## src/rtl/integral_pkg.sv

```systemverilog
// -----------------------------------------------------------------------------
// integral_pkg
// Shared definitions for the integral-window front end:
//   - datapath widths (pixel and coordinate/counter)
//   - default window side length and camera frame dimensions
//   - frame-tracking state encoding
// -----------------------------------------------------------------------------
package integral_pkg;

  localparam int DATA_WIDTH_8  = 8;   // pixel width
  localparam int DATA_WIDTH_12 = 12;  // coordinate / counter width

  localparam int INTEGRAL_WIDTH_DEF      = 3;
  localparam int FRAME_CAMERA_WIDTH_DEF  = 10;
  localparam int FRAME_CAMERA_HEIGHT_DEF = 10;

  typedef enum logic [1:0] {
    ST_IDLE = 2'd0,  // waiting for a frame start, pixels dropped
    ST_FILL = 2'd1,  // first INTEGRAL_WIDTH-1 rows being written
    ST_SCAN = 2'd2,  // full windows can complete
    ST_DONE = 2'd3   // last pixel seen, waiting for the next frame
  } state_e;

endpackage

```

## src/rtl/pos_counter.sv

```systemverilog
// -----------------------------------------------------------------------------
// pos_counter
// Wrapping position counter (0..MAX) with enable and synchronous clear.
// The clear acts before the enable in the same cycle, so clr=1,en=1 counts
// the current event as position 0 and leaves the counter at 1.
//
// Ports:
//   clk_os    system clock
//   reset_os  synchronous active-high reset
//   clr       restart counting from 0 (this cycle's position reads 0)
//   en        advance by one position
//   value     effective position for this cycle (0 while clr is high)
//   tc        terminal count: en is high and value == MAX (wraps to 0)
// -----------------------------------------------------------------------------
module pos_counter #(
  parameter int WIDTH = 12,
  parameter int MAX   = 9
) (
  input  logic             clk_os,
  input  logic             reset_os,
  input  logic             clr,
  input  logic             en,
  output logic [WIDTH-1:0] value,
  output logic             tc
);

  localparam logic [WIDTH-1:0] MAX_V = WIDTH'(MAX);

  logic [WIDTH-1:0] cnt;
  logic [WIDTH-1:0] cnt_nxt;

  // NOTE: every combinational output gets a default before any branch, so
  // no path leaves a signal unassigned and no latch is inferred.
  always_comb begin
    value   = clr ? '0 : cnt;
    tc      = en && (value == MAX_V);
    cnt_nxt = value;
    if (en) begin
      cnt_nxt = tc ? '0 : value + WIDTH'(1);
    end
  end

  // NOTE: sequential state uses non-blocking assignments so every register
  // samples its inputs from before the edge, regardless of block ordering.
  always_ff @(posedge clk_os) begin
    if (reset_os) begin
      cnt <= '0;
    end else begin
      cnt <= cnt_nxt;
    end
  end

endmodule

```

## src/rtl/integral_window_ctrl.sv

```systemverilog
// -----------------------------------------------------------------------------
// integral_window_ctrl
// Front end of the row integral line-buffer stage. Takes the raw camera
// pixel stream, tracks (row, col) inside the frame, forwards accepted pixels
// one cycle later with their coordinates, flags pixels that complete an
// INTEGRAL_WIDTH x INTEGRAL_WIDTH window, and pulses on the last pixel.
//
// Ports:
//   clk_os          system clock
//   reset_os        synchronous active-high reset
//   i_frame_start   pulse; the next (or coincident) valid pixel is (0,0)
//   i_pixel_valid   pixel qualifier
//   i_pixel         pixel value
//   o_wen           write enable to the row stage (1 cycle after accept)
//   o_fifo_in       pixel to the row stage
//   o_col, o_row    coordinates of the presented pixel
//   o_window_ready  window ending at (o_row, o_col) is complete
//   o_frame_done    pulse alongside the last pixel of the frame
//   o_busy          frame in progress (FILL or SCAN)
//   o_drop_cnt      saturating count of pixels dropped outside a frame
//                   (present only with INTEGRAL_WINDOW_CTRL_DROP_CNT_EN)
//
// Build option: define INTEGRAL_WINDOW_CTRL_DROP_CNT_EN to add o_drop_cnt.
// -----------------------------------------------------------------------------
module integral_window_ctrl
  import integral_pkg::*;
#(
  parameter int INTEGRAL_WIDTH      = INTEGRAL_WIDTH_DEF,
  parameter int FRAME_CAMERA_WIDTH  = FRAME_CAMERA_WIDTH_DEF,
  parameter int FRAME_CAMERA_HEIGHT = FRAME_CAMERA_HEIGHT_DEF
) (
  input  logic                     clk_os,
  input  logic                     reset_os,
  input  logic                     i_frame_start,
  input  logic                     i_pixel_valid,
  input  logic [DATA_WIDTH_8-1:0]  i_pixel,
  output logic                     o_wen,
  output logic [DATA_WIDTH_8-1:0]  o_fifo_in,
  output logic [DATA_WIDTH_12-1:0] o_col,
  output logic [DATA_WIDTH_12-1:0] o_row,
  output logic                     o_window_ready,
  output logic                     o_frame_done,
  output logic                     o_busy
`ifdef INTEGRAL_WINDOW_CTRL_DROP_CNT_EN
  ,
  output logic [DATA_WIDTH_12-1:0] o_drop_cnt
`endif
);

  // First row/column index at which a full window exists.
  localparam logic [DATA_WIDTH_12-1:0] WIN_LAST = DATA_WIDTH_12'(INTEGRAL_WIDTH - 1);

  state_e                   state;
  state_e                   state_nxt;
  logic                     accept;
  logic                     col_tc;
  logic                     row_tc;
  logic [DATA_WIDTH_12-1:0] col_val;
  logic [DATA_WIDTH_12-1:0] row_val;
  logic [DATA_WIDTH_12-1:0] row_after;

  // A frame start makes the coincident pixel the first pixel of a new frame,
  // whatever state we are in.
  assign accept = i_pixel_valid &&
                  (i_frame_start || (state == ST_FILL) || (state == ST_SCAN));

  pos_counter #(
    .WIDTH (DATA_WIDTH_12),
    .MAX   (FRAME_CAMERA_WIDTH - 1)
  ) u_col_cnt (
    .clk_os   (clk_os),
    .reset_os (reset_os),
    .clr      (i_frame_start),
    .en       (accept),
    .value    (col_val),
    .tc       (col_tc)
  );

  // Row advances on the column wrap; its own wrap marks the last pixel, and
  // both counters land back on 0 at that point.
  pos_counter #(
    .WIDTH (DATA_WIDTH_12),
    .MAX   (FRAME_CAMERA_HEIGHT - 1)
  ) u_row_cnt (
    .clk_os   (clk_os),
    .reset_os (reset_os),
    .clr      (i_frame_start),
    .en       (col_tc),
    .value    (row_val),
    .tc       (row_tc)
  );

  always_comb begin
    row_after = row_val;
    if (row_tc) begin
      row_after = '0;
    end else if (col_tc) begin
      row_after = row_val + DATA_WIDTH_12'(1);
    end

    state_nxt = state;
    if (accept) begin
      if (row_tc) begin
        state_nxt = ST_DONE;
      end else if (row_after >= WIN_LAST) begin
        state_nxt = ST_SCAN;
      end else begin
        state_nxt = ST_FILL;
      end
    end else if (i_frame_start) begin
      state_nxt = (WIN_LAST == '0) ? ST_SCAN : ST_FILL;
    end
  end

  // NOTE: reset is synchronous and covers every register that is visible on
  // a port, so a reset cycle also cancels the output in flight.
  always_ff @(posedge clk_os) begin
    if (reset_os) begin
      state          <= ST_IDLE;
      o_wen          <= 1'b0;
      o_fifo_in      <= '0;
      o_col          <= '0;
      o_row          <= '0;
      o_window_ready <= 1'b0;
      o_frame_done   <= 1'b0;
    end else begin
      state          <= state_nxt;
      o_wen          <= accept;
      o_window_ready <= accept && (col_val >= WIN_LAST) && (row_val >= WIN_LAST);
      o_frame_done   <= accept && row_tc;
      if (accept) begin
        o_fifo_in <= i_pixel;
        o_col     <= col_val;
        o_row     <= row_val;
      end
    end
  end

  assign o_busy = (state == ST_FILL) || (state == ST_SCAN);

`ifdef INTEGRAL_WINDOW_CTRL_DROP_CNT_EN
  // Without a frame start, a valid pixel that is not accepted means we are
  // in IDLE or DONE.
  always_ff @(posedge clk_os) begin
    if (reset_os || i_frame_start) begin
      o_drop_cnt <= '0;
    end else if (i_pixel_valid && !accept && (o_drop_cnt != '1)) begin
      o_drop_cnt <= o_drop_cnt + DATA_WIDTH_12'(1);
    end
  end
`endif

endmodule

```

## config.mk

```make
export PLATFORM = sky130hd
export DESIGN_NAME = integral_window_ctrl
export DESIGN_NICKNAME = d
export VERILOG_FILES = /design/src/rtl/integral_pkg.sv /design/src/rtl/pos_counter.sv /design/src/rtl/integral_window_ctrl.sv
export SDC_FILE = /design/constraint.sdc
export NUM_CORES = 1
export LEC_CHECK = 0
export BUFFER_PORTS_ARGS = -buffer_cell sky130_fd_sc_hd__buf_2
export CAP_MARGIN = 20
export CORE_MARGIN = 2
export CORE_UTILIZATION = 45
export DETAILED_ROUTE_END_ITERATION = 8
export PLACE_DENSITY = 0.67
export SLEW_MARGIN = 5
export SYNTH_ARGS = -nofsm -noshare
export SYNTH_HDL_FRONTEND = slang
export SYNTH_SLANG_ARGS = --single-unit
```

## constraint.sdc

```tcl
create_clock -name clk_os -period 6.2 [get_ports clk_os]
set_clock_uncertainty 0.15 [all_clocks]
set_input_delay 0.93 -clock clk_os [delete_from_list [all_inputs] [get_ports clk_os]]
set_output_delay 0.93 -clock clk_os [all_outputs]
set_load 0.005 [all_outputs]
```

==> flow_summary.toml, run 1 <==
[pwr]
pwr-share-clk_pct = 47.1
pwr-share-seq_pct = 47.6
swShare_pct = 23.7
internal_power_uw = 639
p_switching_uw = 198
pwr_density_cell_nw_per_um2 = 245
leakagePower_nw = 1.33
irDropWorstVdd_mv = 0.155
combPwrFrac_pct = 5.3

[timing]
min_period_ns = 3.31
fmax_mhz = 302
slew_viol_final = 0
timing.final.crit_share_pct = 53.4
timing.setup.tns_ns = 0
grt_setup_unrepaired = "no"
hold_viol_final = 0
max_slew.worst_pin.slew_ns = 0.990
setup_violations = 0
timing.slew.headroom_pct = 34.0

[placement]
dpl.hpwl_um = 4170
place_inst = 452
gp_congestion = 0.866
placed_area_sq_um = 3200
portBuffers = 47

[synth]
syn_nets = 368
synthFlopType = "dfxtp_1"
synthArstFlopShare_pct = 0
ys_seq_area_share_pct = 41.3
syn_area_sq_um = 2960
synth_cell_types = 48
synth_edf_count = 0
synth-seq-cells = 61
syn_inst = 349
ys_warn_count = 0
avgSynthCellArea_sq_um = 8.47

[routing]
num_vias = 2486
via_per_inst = 5.31
wl_per_cell_um = 13.7
ant_nets = 0
routed_wl_um = 6400
first_pass_iters = 4
drc = 0
drt_iter0_drc = 174

[final_layout]
n_antenna_cell = 0
instances_no_fill = 468
drive_gt1_share_pct = 22.0
multiInputGateArea_sq_um = 1600
fin_nets = 405
stdcell_area_sq_um = 3420
regArea_sq_um = 1220
area_growth_pct = 15.7
fill_cells = 600

[clocking]
insertion_delay_ns = 0.34
postCtsHoldBufs = 0
path_clk_slew_ns = 0.07
cts_tree = "done"
post_cts_buffers = 0
cts_root_buf = "clkbuf_8"
htree_num_levels = 3
cts_buffers = 9
postCtsResizedCells = 0
clock_sinks = 61
clock_path_buffers = 2

[floorplan]
initial_core_util_pct = 46.6
core_sq_um = 6350
die_h_um = 85.1
pin_count = 48
fp.dieW_um = 85.1
row_count = 29
die_area_sq_um = 7230

[setup_path]
crit_arrival_ns = 3.41
crit_fanout = 45
start_kind = "input port"
critPathKind = "input port to flop"
endpoint_kind = "flop"
required_ns = 6.30

[grt]
grt_max_degree = 53
grt_first_pass_wirelength_um = 11200
grt_pass1_vias = 2381
grt-ovfl-total = 0
antenna_found_initial = 0
track_usage_pct = 19.2

[min_path]
worstHoldPathType = "flop to flop"

[run_status]
status = "completed"

[run]
maxCapViolations = 0
worst paths after layout:
| check | from | end | slack, ns | cells after the start |
|---|---|---|---|---|
| setup / recovery | i_frame_start | state[0] | 2.89 | 9 |
| hold / removal | o_row[8] | o_row[8] | 0.30 | 2 |
| setup reg to reg | u_col_cnt.cnt[0] | state[0] | 3.57 | 8 |
| hold reg to reg | o_row[8] | o_row[8] | 0.30 | 2 |
logic make-up after synthesis:
kind of cell,after synthesis,synth area share (%)
AOI/OAI and AO/OA,55,11.9
xor gates and xnor gates,23,6.81
adders and majority gates,7,2.96
buffers and inverters,30,4.44
DFF,61,41.3
muxes,1,0.339
and+or+nand+nor,172,32.2
cell usage in the layout, fill, tap and decap left out, types with 3 or more instances in the layout:
cell	synthesis	final
a21oi_1	40	40
and3_1	3	3
buf_2	9	47
clkbuf_8	0	9
dfxtp_1	61	61
ha_1	7	7
inv_1	7	7
nand2_1	57	57
nand2b_1	8	8
nand3_1	10	10
nand3b_1	12	12
nor2_1	31	31
nor2b_1	6	6
nor3_1	16	16
nor3_2	4	4
nor4_1	4	4
nor4_4	3	3
o21ai_0	3	3
xnor2_1	9	9
xor2_1	14	14
stage by stage:
stage / utilization, % / total power [mW] / worst slack (ns) / hold slack (ns)
2_1_floorplan: - / 0.439 / 3.13 / 0.298
3_3_place_gp: 50.4 / 0.452 / 2.70 / 0.285
3_5_place_dp: 50.4 / 0.453 / 2.58 / 0.292
4_1_cts: 53.9 / 0.849 / 2.91 / 0.299
5_1_grt: 53.9 / 0.870 / 2.66 / 0.316
6_report: 53.9 / 0.837 / 2.89 / 0.296
area by class of cell:
| class | count | area share, % |
|---|---|---|
| Inverter | 7 | 0.768 |
| Clock buffer | 9 | 3.62 |
| Timing Repair Buffer | 49 | 7.32 |
| Multi-Input combinational cell | 258 | 46.9 |
| Sequential cell | 61 | 35.7 |
| Clock inverter | 7 | 2.89 |
| Tap cell | 77 | 2.82 |
worst max-delay path, cell delays in order:
cell      delay, ns
buf_2          0.35
nor2b_1        0.44
ha_1           0.22
and4bb_4       0.27
and4_2         0.43
o21ai_2        0.10
o32ai_2        0.25
o22ai_2        0.15
a311oi_2       0.27
registers in the layout, summed over array words and instances (netlist names):
signal          cells
o_col              12
o_row              12
u_col_cnt.cnt      12
u_row_cnt.cnt      12
o_fifo_in           8
state               2
o_frame_done        1
o_wen               1
o_window_ready      1
power by group through the flow:
| stage | sequential, mW | clock, mW | combinational, mW |
|---|---|---|---|
| after floorplan | 0.408 | 0 | 0.0312 |
| after global placement | 0.407 | 0 | 0.0446 |
| after detailed placement | 0.408 | 0 | 0.0452 |
| after CTS | 0.398 | 0.405 | 0.0453 |
| after global routing | 0.399 | 0.422 | 0.0498 |
| final | 0.398 | 0.394 | 0.0448 |
synth_stat cells, types with 2 or more instances:
cell type	n	area [sq um]
xor2_1	14	123
nor2_1	31	116
xnor2_1	9	78.8
nand4_1	2	12.5
buf_2	9	45.0
nor2b_1	6	37.5
dfxtp_1	61	1220
and2_1	2	12.5
nand3_1	10	50.1
nand2b_1	8	50.1
and4_1	2	17.5
clkbuf_1	11	41.3
inv_1	7	26.3
nor3_1	16	80.1
nor3_2	4	40.0
o21ai_0	3	15.0
nand2_1	57	214
nor4_1	4	25.0
nand3b_1	12	90.1
buf_1	2	7.51
and3_1	3	18.8
o32a_1	2	20.0
a21oi_1	40	200
o21a_1	2	15.0
nor4_4	3	63.8
ha_1	7	87.6
routing by layer:
layer  vias up  global-route usage [%]  wire length [um]
li1       1267                       -                 -
met1      1146                    27.0              3090
met2        66                    28.2              2850
met3         7                    3.79               377
met4         0                    9.09                84
met5         -                       0                 0
No activity file was read; power rests on OpenSTA's default activity.
==> run 2, diff against run 1 <==
clock period = 3.4 ns   (was 6.2 ns; I/O delays follow)
==> flow_summary.toml, run 2 (synthesis gave the netlist of run 1 again) <==
[run_status]
status = "completed"

[routing]
first_pass_iters = 4
drc = 0
via_per_inst = 5.17
wl_per_cell_um = 13.6
num_vias = 2426
ant_nets = 0
routed_wl_um = 6380
drt_iter0_drc = 138

[setup_path]
critPathKind = "flop to flop"
crit_arrival_ns = 2.70
start_kind = "flop"
required_ns = 3.50
endpoint_kind = "flop"
crit_fanout = 13

[clocking]
postCtsHoldBufs = 0
post_cts_buffers = 0
postCtsResizedCells = 0
clock_sinks = 61
cts_buffers = 9
cts_root_buf = "clkbuf_8"
path_clk_slew_ns = 0.07
clock_path_buffers = 2
cts_tree = "done"
htree_num_levels = 3
insertion_delay_ns = 0.34

[final_layout]
area_growth_pct = 16.5
stdcell_area_sq_um = 3440
final_common_cell = "dfxtp_1"
drive_gt1_share_pct = 21.9
fill_cells = 603
final_cell_mix = "61 x dfxtp_1, 57 x nand2_1, 47 x buf_2"
n_antenna_cell = 0
fin_nets = 406

[grt]
antenna_found_initial = 0
grt_max_degree = 53
grt_first_pass_wirelength_um = 11000
grt-ovfl-total = 0
track_usage_pct = 19.2
grt_pass1_vias = 2283

[timing]
grt_setup_unrepaired = "no"
timing.slew.headroom_pct = 35.1
worst_hold_slack_ns = 0.254
timing.final.crit_share_pct = 76.4
setup_violations = 0
hold_viol_final = 0
max_slew.worst_pin.slew_ns = 0.973
min_period_ns = 2.60
timing.setup.tns_ns = 0
fmax_mhz = 385
slew_viol_final = 0

[pwr]
irDropWorstVdd_mv = 0.280
pwr_density_cell_nw_per_um2 = 446
leakagePower_nw = 1.34

[placement]
gp_congestion = 0.863
dpl.hpwl_um = 4320
portBuffers = 47
placed_area_sq_um = 3220

[floorplan]
die_h_um = 85.1
die_area_sq_um = 7230
core_sq_um = 6350
fp.dieW_um = 85.1
initial_core_util_pct = 46.6
row_count = 29
pin_count = 48

[run]
maxCapViolations = 0

[min_path]
worstHoldPathType = "input port to flop"
## run 2: metal layers
metal	vias to the layer above	track usage [%]	share of wire, %
li1	1272	-	-
met1	1083	26.6	50
met2	62	28.1	43
met3	9	4.47	5.0
met4	0	9.52	2.1
met5	-	0	0
## run 2: per-stage QoR
stage / worst slack, ns / cells / power, mW / utilization (%)
floorplan: 0.750 / 349 / 0.801 / -
global placement: 0.689 / 453 / 0.827 / 50.7
detailed placement: 0.546 / 453 / 0.829 / 50.7
CTS: 0.803 / 469 / 1.56 / 54.2
global route: 0.570 / 469 / 1.61 / 54.2
finish: 0.804 / 469 / 1.54 / 54.2
## run 2: power breakdown
group | total (mW) | switching [mW] | leakage (nW) | internal, mW
logic | 0.0856 | 0.0556 | 0.733 | 0.0299
clock network | 0.725 | 0.274 | 0.116 | 0.450
registers | 0.727 | 0.00428 | 0.493 | 0.723
## run 2: worst paths after layout
check	startpoint	end	slack (ns)	cells past startpoint
max	u_col_cnt.cnt[0]	state[0]	0.80	8
min	i_pixel[5]	o_fifo_in[5]	0.25	3
max reg2reg	u_col_cnt.cnt[0]	state[0]	0.80	8
min reg2reg	o_col[8]	o_col[8]	0.30	2
## run 2: final cells by class
type                    count  area, sq um  area share [%]
multi-input cells         258         1600            46.6
clock inverters             4         70.1            2.03
clock buffers              12          155            4.51
inverters                   7         26.3           0.763
well taps                  77         96.3            2.80
repair buffers             50          270            7.85
flip-flops and latches     61         1220            35.5
## run 2: critical path, cell delays in order, from the launching register on
cell      delay [ns]
dfxtp_1         0.36
nor2b_1         0.36
ha_1            0.22
and4bb_4        0.27
and4_2          0.42
o21ai_2         0.09
o32ai_2         0.23
o22ai_2         0.14
a311oi_2        0.26
